File: src/rtl/lsu_pkg.sv
// Shared types and helpers for the load/store unit: FSM states, funct3 codes,
// timeout default and the store lane-steering functions.
package lsu_pkg;

  typedef enum logic [1:0] {
    ST_IDLE = 2'd0,
    ST_REQ  = 2'd1,
    ST_DONE = 2'd2
  } lsu_state_e;

  localparam logic [2:0] F3_B  = 3'b000;
  localparam logic [2:0] F3_H  = 3'b001;
  localparam logic [2:0] F3_W  = 3'b010;
  localparam logic [2:0] F3_BU = 3'b100;
  localparam logic [2:0] F3_HU = 3'b101;

  localparam int MAX_WAIT_DEFAULT = 16;

  // funct3[1:0] carries the access size for both loads and stores.
  function automatic logic [3:0] lane_be(input logic [2:0] f3, input logic [1:0] addr_lo);
    case (f3[1:0])
      2'b00:   lane_be = 4'b0001 << addr_lo;
      2'b01:   lane_be = addr_lo[1] ? 4'b1100 : 4'b0011;
      default: lane_be = 4'b1111;
    endcase
  endfunction

  function automatic logic [31:0] lane_wdata(input logic [2:0] f3, input logic [31:0] data);
    case (f3[1:0])
      2'b00:   lane_wdata = {4{data[7:0]}};
      2'b01:   lane_wdata = {2{data[15:0]}};
      default: lane_wdata = data;
    endcase
  endfunction

endpackage

File: src/rtl/load_extend.sv
// Picks the addressed byte/half out of a bus read word and sign- or
// zero-extends it according to funct3.
module load_extend
  import lsu_pkg::*;
(
  input  logic [31:0] i_rdata,
  input  logic [1:0]  i_addr_lo,
  input  logic [2:0]  i_funct3,
  output logic [31:0] o_data
);

  logic [7:0]  w_byte;
  logic [15:0] w_half;

  always_comb begin
    w_byte = i_rdata[{i_addr_lo, 3'b000} +: 8];
    w_half = i_addr_lo[1] ? i_rdata[31:16] : i_rdata[15:0];
    case (i_funct3)
      F3_B:    o_data = {{24{w_byte[7]}}, w_byte};
      F3_H:    o_data = {{16{w_half[15]}}, w_half};
      F3_BU:   o_data = {24'b0, w_byte};
      F3_HU:   o_data = {16'b0, w_half};
      default: o_data = i_rdata;
    endcase
  end

endmodule

File: src/rtl/load_store_unit.sv
// Single-outstanding load/store unit: checks legality and alignment, runs one
// bus transaction with a bounded wait, and returns extended load data.
module load_store_unit
  import lsu_pkg::*;
#(
  parameter int MAX_WAIT = MAX_WAIT_DEFAULT
) (
  input  logic        clk,
  input  logic        reset,
  input  logic        MemRead,
  input  logic        MemWrite,
  input  logic [2:0]  funct3,
  input  logic [31:0] ALUResult,
  input  logic [31:0] WriteData,
  output logic [31:0] ReadData,
  output logic        Stall,
  output logic        MisalignFault,
  output logic        AccessFault,
  output logic        mem_req,
  output logic        mem_we,
  output logic [31:0] mem_addr,
  output logic [31:0] mem_wdata,
  output logic [3:0]  mem_be,
  input  logic        mem_ready,
  input  logic [31:0] mem_rdata,
  output lsu_state_e  o_dbg_state
);

  localparam int WAIT_W = (MAX_WAIT > 1) ? $clog2(MAX_WAIT) : 1;

  // Bus handshake: mem_req rises with addr/we/be/wdata already valid and all
  // of them stay stable until the cycle in which mem_ready is sampled high.
  lsu_state_e        r_state;
  logic [WAIT_W-1:0] r_wait;
  logic [31:0]       r_read_data;
  logic              r_mem_req;
  logic              r_mem_we;
  logic [31:0]       r_mem_addr;
  logic [31:0]       r_mem_wdata;
  logic [3:0]        r_mem_be;
  logic              r_misalign;
  logic              r_access;
  logic              r_is_load;
  logic [2:0]        r_funct3;
  logic [1:0]        r_addr_lo;

  logic        w_access;
  logic        w_illegal;
  logic        w_misalign;
  logic        w_start;
  logic [31:0] w_ext;

  always_comb begin
    w_access   = MemRead | MemWrite;
    w_illegal  = (MemRead & MemWrite)
               | (MemRead & ((funct3 == 3'b011) | (funct3[2:1] == 2'b11)))
               | (MemWrite & (funct3 >= 3'b011));
    w_misalign = ((funct3[1:0] == 2'b01) & ALUResult[0])
               | ((funct3[1:0] == 2'b10) & (|ALUResult[1:0]));
    w_start    = (r_state == ST_IDLE) & w_access & ~w_illegal & ~w_misalign;
    Stall      = w_start | (r_state == ST_REQ);
  end

  load_extend u_load_extend (
    .i_rdata   (mem_rdata),
    .i_addr_lo (r_addr_lo),
    .i_funct3  (r_funct3),
    .o_data    (w_ext)
  );

  always_ff @(posedge clk) begin
    if (reset) begin
      r_state     <= ST_IDLE;
      r_wait      <= '0;
      r_read_data <= '0;
      r_mem_req   <= 1'b0;
      r_mem_we    <= 1'b0;
      r_mem_addr  <= '0;
      r_mem_wdata <= '0;
      r_mem_be    <= '0;
      r_misalign  <= 1'b0;
      r_access    <= 1'b0;
      r_is_load   <= 1'b0;
      r_funct3    <= '0;
      r_addr_lo   <= '0;
    end else begin
      r_misalign <= 1'b0;
      r_access   <= 1'b0;
      case (r_state)
        ST_IDLE: begin
          if (w_access) begin
            if (w_illegal) begin
              r_access <= 1'b1;
            end else if (w_misalign) begin
              r_misalign <= 1'b1;
            end else begin
              r_state     <= ST_REQ;
              r_wait      <= '0;
              r_mem_req   <= 1'b1;
              r_mem_we    <= MemWrite;
              r_mem_addr  <= {ALUResult[31:2], 2'b00};
              r_mem_be    <= lane_be(funct3, ALUResult[1:0]);
              r_mem_wdata <= MemWrite ? lane_wdata(funct3, WriteData) : 32'b0;
              r_is_load   <= MemRead;
              r_funct3    <= funct3;
              r_addr_lo   <= ALUResult[1:0];
            end
          end
        end
        ST_REQ: begin
          if (mem_ready) begin
            r_state   <= ST_DONE;
            r_mem_req <= 1'b0;
            r_mem_we  <= 1'b0;
            if (r_is_load) r_read_data <= w_ext;
          end else if (r_wait == WAIT_W'(MAX_WAIT - 1)) begin
            // Bus never answered: give up and report it from DONE.
            r_state   <= ST_DONE;
            r_mem_req <= 1'b0;
            r_mem_we  <= 1'b0;
            r_access  <= 1'b1;
          end else begin
            r_wait <= r_wait + WAIT_W'(1);
          end
        end
        ST_DONE: r_state <= ST_IDLE;
        default: r_state <= ST_IDLE;
      endcase
    end
  end

  assign ReadData      = r_read_data;
  assign MisalignFault = r_misalign;
  assign AccessFault   = r_access;
  assign mem_req       = r_mem_req;
  assign mem_we        = r_mem_we;
  assign mem_addr      = r_mem_addr;
  assign mem_wdata     = r_mem_wdata;
  assign mem_be        = r_mem_be;
  assign o_dbg_state   = r_state;

endmodule

File: config.mk
export PLATFORM = sky130hd
export DESIGN_NAME = load_store_unit
export DESIGN_NICKNAME = d
export VERILOG_FILES = /design/src/rtl/lsu_pkg.sv /design/src/rtl/load_extend.sv /design/src/rtl/load_store_unit.sv
export SDC_FILE = /design/constraint.sdc
export NUM_CORES = 1
export LEC_CHECK = 0
export ABC_AREA = 1
export ABC_CLOCK_PERIOD_IN_PS = 3000
export CAP_MARGIN = 30
export CORE_MARGIN = 1
export CORE_UTILIZATION = 47
export DETAILED_ROUTE_END_ITERATION = 12
export GPL_TIMING_DRIVEN = 1
export HOLD_SLACK_MARGIN = 0.06
export PLACE_DENSITY = 0.86
export SYNTH_ARGS = -nofsm -noshare
export SYNTH_HDL_FRONTEND = slang
export SYNTH_SLANG_ARGS = --single-unit
File: constraint.sdc
create_clock -name clk -period 3 [get_ports clk]
set_input_delay 0.45 -clock clk [delete_from_list [all_inputs] [get_ports clk]]
set_output_delay 0.45 -clock clk [all_outputs]
set_load 0.02 [all_outputs]
==> results.cfg, run 1 <==
[worst_setup_path]
critPathBufInv = 3
critPathMaxStageDelay_ns = 0.63
cp_common_cell = nand2_1
cp_top_family = buffers and inverters
slowest_stage = clkdlybuf4s50_1
r2r_slack_ns = 1.05
cp.required_ns = 2.55
start_kind = primary input
critPathArrivalTime_ns = 2.18
critPathKind = in2out
cp_cell_sequence = clkdlybuf4s50_1 > inv_2 > nand2_1 > nand2_1 > nand2_2 > nand4_2 > nand2_1 > clkdlybuf4s50_1
crit_fanout = 6
endpoint_kind = output pin

[die]
core_um2 = 10940
start_util = 0.4857
rows = 38
die_x_um = 108.3
dieHeight_um = 108.3
dieArea_um2 = 11730
io_pins = 211

[clock_network]
clk-insertion-delay-late_ns = 0.41
clkTransAtPathRegs_ns = 0.05
cts.sinks = 114
cts_setup_buffers = 0
numCtsBuffers = 17
cts_tree = built
cts.repair.resized = 0
clock-root-buffer = clkbuf_16
ctsHoldBuffers = 0
h-tree-depth = 4
cts_buffer_depth = 2

[power]
clkPwrFrac = 0.434
power_switching_w = 0.001308
leakagePower_nw = 3.262
seqPwrFrac = 0.367
pwr-share-comb = 0.199
ir_worst_vdd_mv = 0.5084
p_per_area_nw_per_um2 = 569.3
switching_share = 0.2871
p_int_w = 0.003249

[yosys]
synth_area_um2 = 5311
synth-seq-cells = 114
ys.warnings.count = 0
yosysTopAreaCellShare = 0.4297
synth_cells = 787
synth_cell_types = 34
syn_avg_cell_area_um2 = 6.749
synth.area.top_cells = dfxtp_1, nor2_1, nand2_1, o21ai_0, a21oi_1
seq_area_frac_synth = 0.4297
synth_area_leader_cell = dfxtp_1

[routing]
drt-total-wl_um = 16510
vias_per_cell = 5.149
route.detailed.drc = 0
via_count = 5829
routedWlPerCell_um = 14.58
dr.pass1.iters = 5
drt-initial-drc-count = 428
ant_nets = 0

[global_route]
grt_max_degree = 67
overflow = 0
first_global_vias = 5541
grt_pass1_wl_um = 26280
antenna_found_initial = 0
track_usage = 0.2880

[placed_design]
io_buffers = 208
place_congestion = 0.8833
detailed_place_hpwl_um = 11300

[cells_and_area]
layout-drive-gt1-share = 0.07157
diodes = 0
area_growth_pct = 50.74
fillers = 861
fin_util = 0.7322
layout.nets = 1084

[timing]
finalCriticalPeriod_ns = 2.635
setup_violations = 0
rsz0062_at_grt = no
finalCritPeriodShare = 0.8782
finalMaxSlewViolations = 0
finClkSkew_ns = 0.007338
hold_viol = 0
setup_tns_ns = 0
max_freq_mhz = 379.5
maxSlewHeadroom = 0.5830
worst_pin_slew_ns = 0.6245

[worst_hold_path]
hp-class = reg2reg

[job]
max-cap-violations = 0

[status]
status = finished clean
-- cell usage in the layout, fill, tap and decap left out, types with 2 or more instances in the layout --
cell / instances
o21ai_0: 79
clkinv_2: 2
dfxtp_1: 114
nor3_1: 11
nand2_1: 138
o211ai_1: 7
o21ai_1: 29
nand4_1: 7
bufinv_16: 2
nor2_4: 2
inv_2: 9
buf_4: 13
nand2_2: 4
a21oi_1: 60
clkinv_4: 3
o2111ai_1: 3
clkbuf_16: 17
or2_2: 2
inv_6: 2
inv_1: 52
nor2_1: 182
nand3_1: 17
a211oi_1: 7
conb_1: 2
clkdlybuf4s50_1: 207
nor2_2: 3
clkinvlp_4: 6
-- metal layers --
layer  share of wire  wire, um  GRT usage  vias to the layer above
met2            0.48      7927     0.4886                      239
met3           0.074      1221    0.08258                       43
met4           0.036       598     0.1496                        0
met1            0.41      6757     0.3285                     2619
met5               0         0          0                        -
li1                -         -          -                     2928
-- cells in the mapped netlist --
| cell type | n |
|---|---|
| clkinv_1 | 1 |
| xor2_1 | 1 |
| bufinv_8 | 1 |
| o211ai_1 | 7 |
| o2111ai_1 | 3 |
| nand4_2 | 1 |
| ha_1 | 1 |
| nand3_2 | 1 |
| nand4_1 | 7 |
| or2_2 | 2 |
| dfxtp_1 | 114 |
| o21ai_0 | 79 |
| inv_4 | 1 |
| nand2_2 | 4 |
| nand2_1 | 138 |
| o211a_1 | 1 |
| o21ai_1 | 29 |
| inv_2 | 8 |
| buf_6 | 5 |
| o21a_1 | 1 |
| nand3_1 | 17 |
| a31oi_1 | 1 |
| nor2_4 | 1 |
| a21oi_1 | 60 |
| nor4_1 | 1 |
| nor2_1 | 182 |
| inv_1 | 52 |
| a211oi_1 | 7 |
| buf_2 | 10 |
| nor3_1 | 11 |
| conb_1 | 1 |
| nor2_2 | 4 |
| clkbuf_1 | 27 |
| buf_4 | 8 |
-- tightest hold or removal path, cell delays in order, from the launching register on --
cell and delay (ns):
dfxtp_1 0.31, nand2_1 0.06, a21oi_1 0.06
-- per-stage QoR --
step | area, um2 | worst slack, ns | total power, W | instances | hold WS, ns
2_1_floorplan | 5315 | 1.135 | 0.002186 | 788 | 0.4669
3_3_place_gp | 7422 | 0.4200 | 0.002582 | 1100 | 0.4511
3_5_place_dp | 7422 | 0.3771 | 0.002596 | 1100 | 0.4586
4_1_cts | 8006 | 0.3717 | 0.004573 | 1132 | 0.4665
5_1_grt | 8006 | 0.2631 | 0.004747 | 1132 | 0.4896
6_report | 8006 | 0.3653 | 0.004558 | 1132 | 0.4675
-- final timing paths --
| check | startpoint | endpoint | cells past startpoint |
|---|---|---|---|
| worst max-delay path | funct3[0] | Stall | 8 |
| worst min-delay path | mem_wdata[0]$_SDFFE_PP0P_ | mem_wdata[0]$_SDFFE_PP0P_ | 2 |
| worst max register to register | o_dbg_state[0]$_SDFFE_PP0P_ | ReadData[5]$_SDFFE_PP0P_ | 6 |
| worst min register to register | mem_wdata[0]$_SDFFE_PP0P_ | mem_wdata[0]$_SDFFE_PP0P_ | 2 |
-- sequential cells by signal (all words and copies together) (netlist names) --
signal         cells
r_addr_lo          2
o_dbg_state        2
r_wait             4
r_is_load          1
MisalignFault      1
AccessFault        1
mem_addr          30
mem_we             1
ReadData          32
mem_be             4
mem_req            1
mem_wdata         32
r_funct3           3
-- power by group through the flow --
| stage | combinational (W) | sequential (W) | clock, W |
|---|---|---|---|
| floorplan | 0.000378 | 0.00181 | 0 |
| global placement | 0.000882 | 0.00170 | 0 |
| detailed placement | 0.000892 | 0.00170 | 0 |
| CTS | 0.000901 | 0.00167 | 0.00200 |
| global route | 0.000985 | 0.00169 | 0.00207 |
| finish | 0.000905 | 0.00167 | 0.00198 |
-- final cells by class --
class	instances	area [um2]	share of cell area
Multi-Input combinational cell	561	2517	0.3144
Sequential cell	114	2282	0.2850
Clock inverter	15	158.9	0.01985
Inverter	63	252.7	0.03157
Timing Repair Buffer	222	2195	0.2741
Clock buffer	17	425.4	0.05313
Tap cell	140	175.2	0.02188
-- cell families after synthesis --
kind of cell | synth area share
other cells | 0.0007060
flops | 0.4297
fa+ha+maj | 0.002355
compound gates | 0.1875
buf+inv | 0.09800
xor+xnor | 0.001649
simple gates | 0.2801
No activity file was read; power rests on OpenSTA's default activity.
==> run 2, diff against run 1 <==
--- a/config.mk
+++ b/config.mk
@@ -13,7 +13,7 @@
 export DETAILED_ROUTE_END_ITERATION = 12
 export GPL_TIMING_DRIVEN = 1
 export HOLD_SLACK_MARGIN = 0.06
-export PLACE_DENSITY = 0.86
+export PLACE_DENSITY = 0.93
 export SYNTH_ARGS = -nofsm -noshare
 export SYNTH_HDL_FRONTEND = slang
 export SYNTH_SLANG_ARGS = --single-unit
==> run 2 against run 1 <==
Total power is 0.56% higher. Highest routed layer unchanged. Clock power hardly changed. Critical path depth stayed put. First-iteration DRC count is 22% higher. Global-route usage is 0.66 points lower. Design area is 0.39% higher. Critical path type unchanged. Register-to-register slack better by 0.07 ns.
==> results.cfg, run 2 (synthesized netlist as in run 1, its figures left out) <==
[status]
status = finished clean

[power]
ir_worst_vdd_mv = 0.3722
p_per_area_nw_per_um2 = 570.2
leakagePower_nw = 3.286

[cells_and_area]
mostFrequentLayoutCells = clkdlybuf4s50_1, nor2_1, nand2_1
layout-drive-gt1-share = 0.07143
stdcell_count = 1134
mostFrequentLayoutCell = clkdlybuf4s50_1
diodes = 0
area_growth_pct = 51.33
fillers = 813
multiInputGateArea_um2 = 2517
layout.nets = 1086
fin_area_um2 = 8038
seq_area_um2 = 2282

[timing]
finalMaxSlewViolations = 0
finalCriticalPeriod_ns = 2.681
hold_viol = 0
finClkSkew_ns = 0.01105
worst_slack_ns = 0.3185
rsz0062_at_grt = no
max_freq_mhz = 372.9
maxSlewHeadroom = 0.5637
finalCritPeriodShare = 0.8938
worst_pin_slew_ns = 0.6535
setup_tns_ns = 0
hold_slack_ns = 0.4668
setup_violations = 0

[clock_network]
cts_tree = built
clk-insertion-delay-late_ns = 0.41
clock-root-buffer = clkbuf_16
h-tree-depth = 4
cts.sinks = 114
cts.repair.resized = 0
clkTransAtPathRegs_ns = 0.05
cts_setup_buffers = 0
numCtsBuffers = 17
cts_buffer_depth = 2
ctsHoldBuffers = 0

[global_route]
overflow = 0
track_usage = 0.2814
grt_max_degree = 58
grt_pass1_wl_um = 25850
antenna_found_initial = 0
first_global_vias = 5456

[placed_design]
dpl_cell_area_um2 = 7455
dp.cells = 1102
place_congestion = 0.9938
dpl_worst_slack_ns = 0.3611
io_buffers = 208
detailed_place_hpwl_um = 11430

[die]
rows = 38
die_x_um = 108.3
dieHeight_um = 108.3
start_util = 0.4857
core_um2 = 10940
dieArea_um2 = 11730
io_pins = 211

[worst_setup_path]
critPathArrivalTime_ns = 2.23
start_kind = primary input
critPathKind = in2out
crit_fanout = 6
cp.required_ns = 2.55
endpoint_kind = output pin

[routing]
ant_nets = 0
vias_per_cell = 5.287
routedWlPerCell_um = 14.60
dr.pass1.iters = 7
via_count = 5995
drt-total-wl_um = 16560
drt-initial-drc-count = 521
route.detailed.drc = 0

[job]
max-cap-violations = 0

[worst_hold_path]
hp-class = reg2reg
[run 2: cell types whose count changed in the layout (fill, tap and decap cells not counted), sizes merged]
cell	change
buf	+1
clkbuf	+1
clkdlybuf4s50	+1
clkinvlp	-3
inv	+2
[run 2: where the power goes]
part | total [W] | internal (W) | switching [W]
clock network | 0.00200 | 0.00123 | 0.000763
logic | 0.000913 | 0.000414 | 0.000499
registers | 0.00168 | 0.00162 | 0.0000591
[run 2: worst paths after layout]
kind / slack, ns / start / depth (start not counted) / endpoint
worst min register to register: 0.47 / mem_req$_SDFFE_PP0P_ / 2 / mem_req$_SDFFE_PP0P_
worst max-delay path: 0.32 / funct3[0] / 8 / Stall
worst min-delay path: 0.47 / mem_req$_SDFFE_PP0P_ / 2 / mem_req$_SDFFE_PP0P_
worst max register to register: 1.12 / r_funct3[1]$_SDFFE_PP0P_ / 9 / ReadData[25]$_SDFFE_PP0P_
[run 2: cell type report]
class                      count  area share
clock inverter                14     0.01915
multi-input combinational    561      0.3132
inverter                      63     0.03144
tap                          140     0.02179
timing repair buffer         224      0.2771
clock buffer                  18     0.05339
sequential                   114      0.2839
[run 2: critical path, cell delays in order]
cell             delay (ns)
clkdlybuf4s50_1        0.61
inv_2                  0.10
nand2_1                0.07
nand2_1                0.07
nand2_2                0.11
nand4_2                0.11
nand2_1                0.09
clkdlybuf4s50_1        0.62
[run 2: metrics by stage]
step             util  total power (W)
2_1_floorplan       -         0.002186
3_3_place_gp   0.6817         0.002585
3_5_place_dp   0.6817         0.002602
4_1_cts        0.7350         0.004596
5_1_grt        0.7350         0.004762
6_report       0.7350         0.004583
[run 2: routing by layer]
metal,vias up,wire length [um],track usage
met5,-,0,0
met4,0,716,0.1477
met2,316,7699,0.4581
li1,2940,-,-
met1,2678,6554,0.3335
met3,61,1591,0.08499
==> run 3, diff against run 2 <==
--- a/config.mk
+++ b/config.mk
@@ -9,11 +9,12 @@
 export ABC_CLOCK_PERIOD_IN_PS = 3000
 export CAP_MARGIN = 30
 export CORE_MARGIN = 1
-export CORE_UTILIZATION = 47
+export CORE_UTILIZATION = 49
+export CTS_BUF_LIST = sky130_fd_sc_hd__clkbuf_8
 export DETAILED_ROUTE_END_ITERATION = 12
 export GPL_TIMING_DRIVEN = 1
 export HOLD_SLACK_MARGIN = 0.06
-export PLACE_DENSITY = 0.93
+export PLACE_DENSITY = 0.95
 export SYNTH_ARGS = -nofsm -noshare
 export SYNTH_HDL_FRONTEND = slang
 export SYNTH_SLANG_ARGS = --single-unit
==> run 3 against run 2 <==
Hold slack hardly changed. Register-to-register slack hardly changed. Total power is 12% lower. Worst setup slack better by 0.032 ns. Combinational power is 0.7% lower. Global-route usage is 1.0 points higher. Count of clock-buffer cells in the layout stayed put. Sequential share of layout area is 0.76 points higher. Sequential power hardly changed. Critical path type unchanged.
==> results.cfg, run 3 (synthesized netlist as in run 1, its figures left out) <==
[timing]
hold_slack_ns = 0.4668
finalMaxSlewViolations = 0
worst_pin_slew_ns = 0.6894
maxSlewHeadroom = 0.5397
finalCritPeriodShare = 0.8833
rsz0062_at_grt = no
finalCriticalPeriod_ns = 2.650
setup_tns_ns = 0
setup_violations = 0
max_freq_mhz = 377.4
finClkSkew_ns = 0.01325
hold_viol = 0

[routing]
vias_per_cell = 5.256
route.detailed.drc = 0
routedWlPerCell_um = 14.51
drt-total-wl_um = 16380
ant_nets = 0
drt-initial-drc-count = 538
via_count = 5934
dr.pass1.iters = 6

[worst_hold_path]
worstHoldStart = mem_wdata[4]$_SDFFE_PP0P_
hold_end = mem_wdata[4]$_SDFFE_PP0P_
worstHoldPathCells = 2
hp-class = reg2reg

[cells_and_area]
fillers = 772
diodes = 0
area_growth_pct = 47.40
seq_area_um2 = 2282
layout.nets = 1085
layout-drive-gt1-share = 0.07150
multiInputGateArea_um2 = 2517
stdcell_count = 1129
mostFrequentLayoutCells = clkdlybuf4s50_1, nor2_1, nand2_1
mostFrequentLayoutCell = clkdlybuf4s50_1
fin_area_um2 = 7829

[global_route]
overflow = 0
antenna_found_initial = 0
grt_max_degree = 64
first_global_vias = 5416
track_usage = 0.2917
grt_pass1_wl_um = 26190

[clock_network]
clock-root-buffer = clkbuf_8
clkTransAtPathRegs_ns = 0.07
numCtsBuffers = 17
cts_tree = built
cts.repair.resized = 0
ctsHoldBuffers = 0
cts_buffer_depth = 2
h-tree-depth = 4
cts_setup_buffers = 0
clk-insertion-delay-late_ns = 0.43
cts.sinks = 114

[job]
max-cap-violations = 0

[worst_setup_path]
start_kind = primary input
endpoint_kind = output pin
reg2reg_to = ReadData[26]$_SDFFE_PP0P_
crit_fanout = 6
r2r_slack_ns = 1.13
r2r-start = r_funct3[1]$_SDFFE_PP0P_
reg2reg_depth = 9
critPathArrivalTime_ns = 2.20
critPathKind = in2out
cp.required_ns = 2.55

[power]
leakagePower_nw = 3.202
p_per_area_nw_per_um2 = 515.4
ir_worst_vdd_mv = 0.3177

[status]
status = finished clean

[placed_design]
dpl_cell_area_um2 = 7430
io_buffers = 208
place_congestion = 0.9594
dp.cells = 1097
detailed_place_hpwl_um = 11660

[die]
rows = 37
dieHeight_um = 106.1
die_x_um = 106.1
io_pins = 211
start_util = 0.5099
dieArea_um2 = 11260
core_um2 = 10420
run 3: area by class of cell:
class | instances | share of cell area
Inverter | 63 | 0.03228
Multi-Input combinational cell | 561 | 0.3216
Timing Repair Buffer | 223 | 0.2819
Sequential cell | 114 | 0.2915
Tap cell | 136 | 0.02174
Clock buffer | 18 | 0.03164
Clock inverter | 14 | 0.01934
run 3: worst max-delay path, stage by stage:
cell,delay [ns]
clkdlybuf4s50_1,0.62
inv_2,0.10
nand2_1,0.07
nand2_1,0.07
nand2_2,0.10
nand4_2,0.08
nand2_1,0.07
clkdlybuf4s50_1,0.62
run 3: how the worst max path moves through the flow:
| stage | endpoint | from |
|---|---|---|
| CTS | Stall | funct3[0] |
| detailed placement | Stall | funct3[0] |
| finish | Stall | funct3[0] |
| global route | Stall | funct3[0] |
| global placement | Stall | funct3[0] |
| floorplan | Stall | funct3[1] |
run 3: stage by stage:
stage | utilization | setup slack [ns] | power, W
finish | 0.7516 | 0.3500 | 0.004035
global route | 0.7516 | 0.2540 | 0.004206
CTS | 0.7516 | 0.3561 | 0.004038
detailed placement | 0.7133 | 0.3855 | 0.002598
global placement | 0.7133 | 0.4060 | 0.002578
floorplan | - | 1.135 | 0.002186
run 3: per-layer routing:
layer,vias up,track usage,part of all wire
li1,2921,-,-
met1,2685,0.3507,0.40
met2,271,0.4875,0.48
met3,57,0.06990,0.075
met4,0,0.1409,0.040
met5,-,0,0
run 3: power by group:
| group | internal (W) | switching [W] | total, W |
|---|---|---|---|
| Clock | 0.000770 | 0.000685 | 0.00146 |
| Combinational | 0.000410 | 0.000497 | 0.000907 |
| Sequential | 0.00161 | 0.0000582 | 0.00167 |
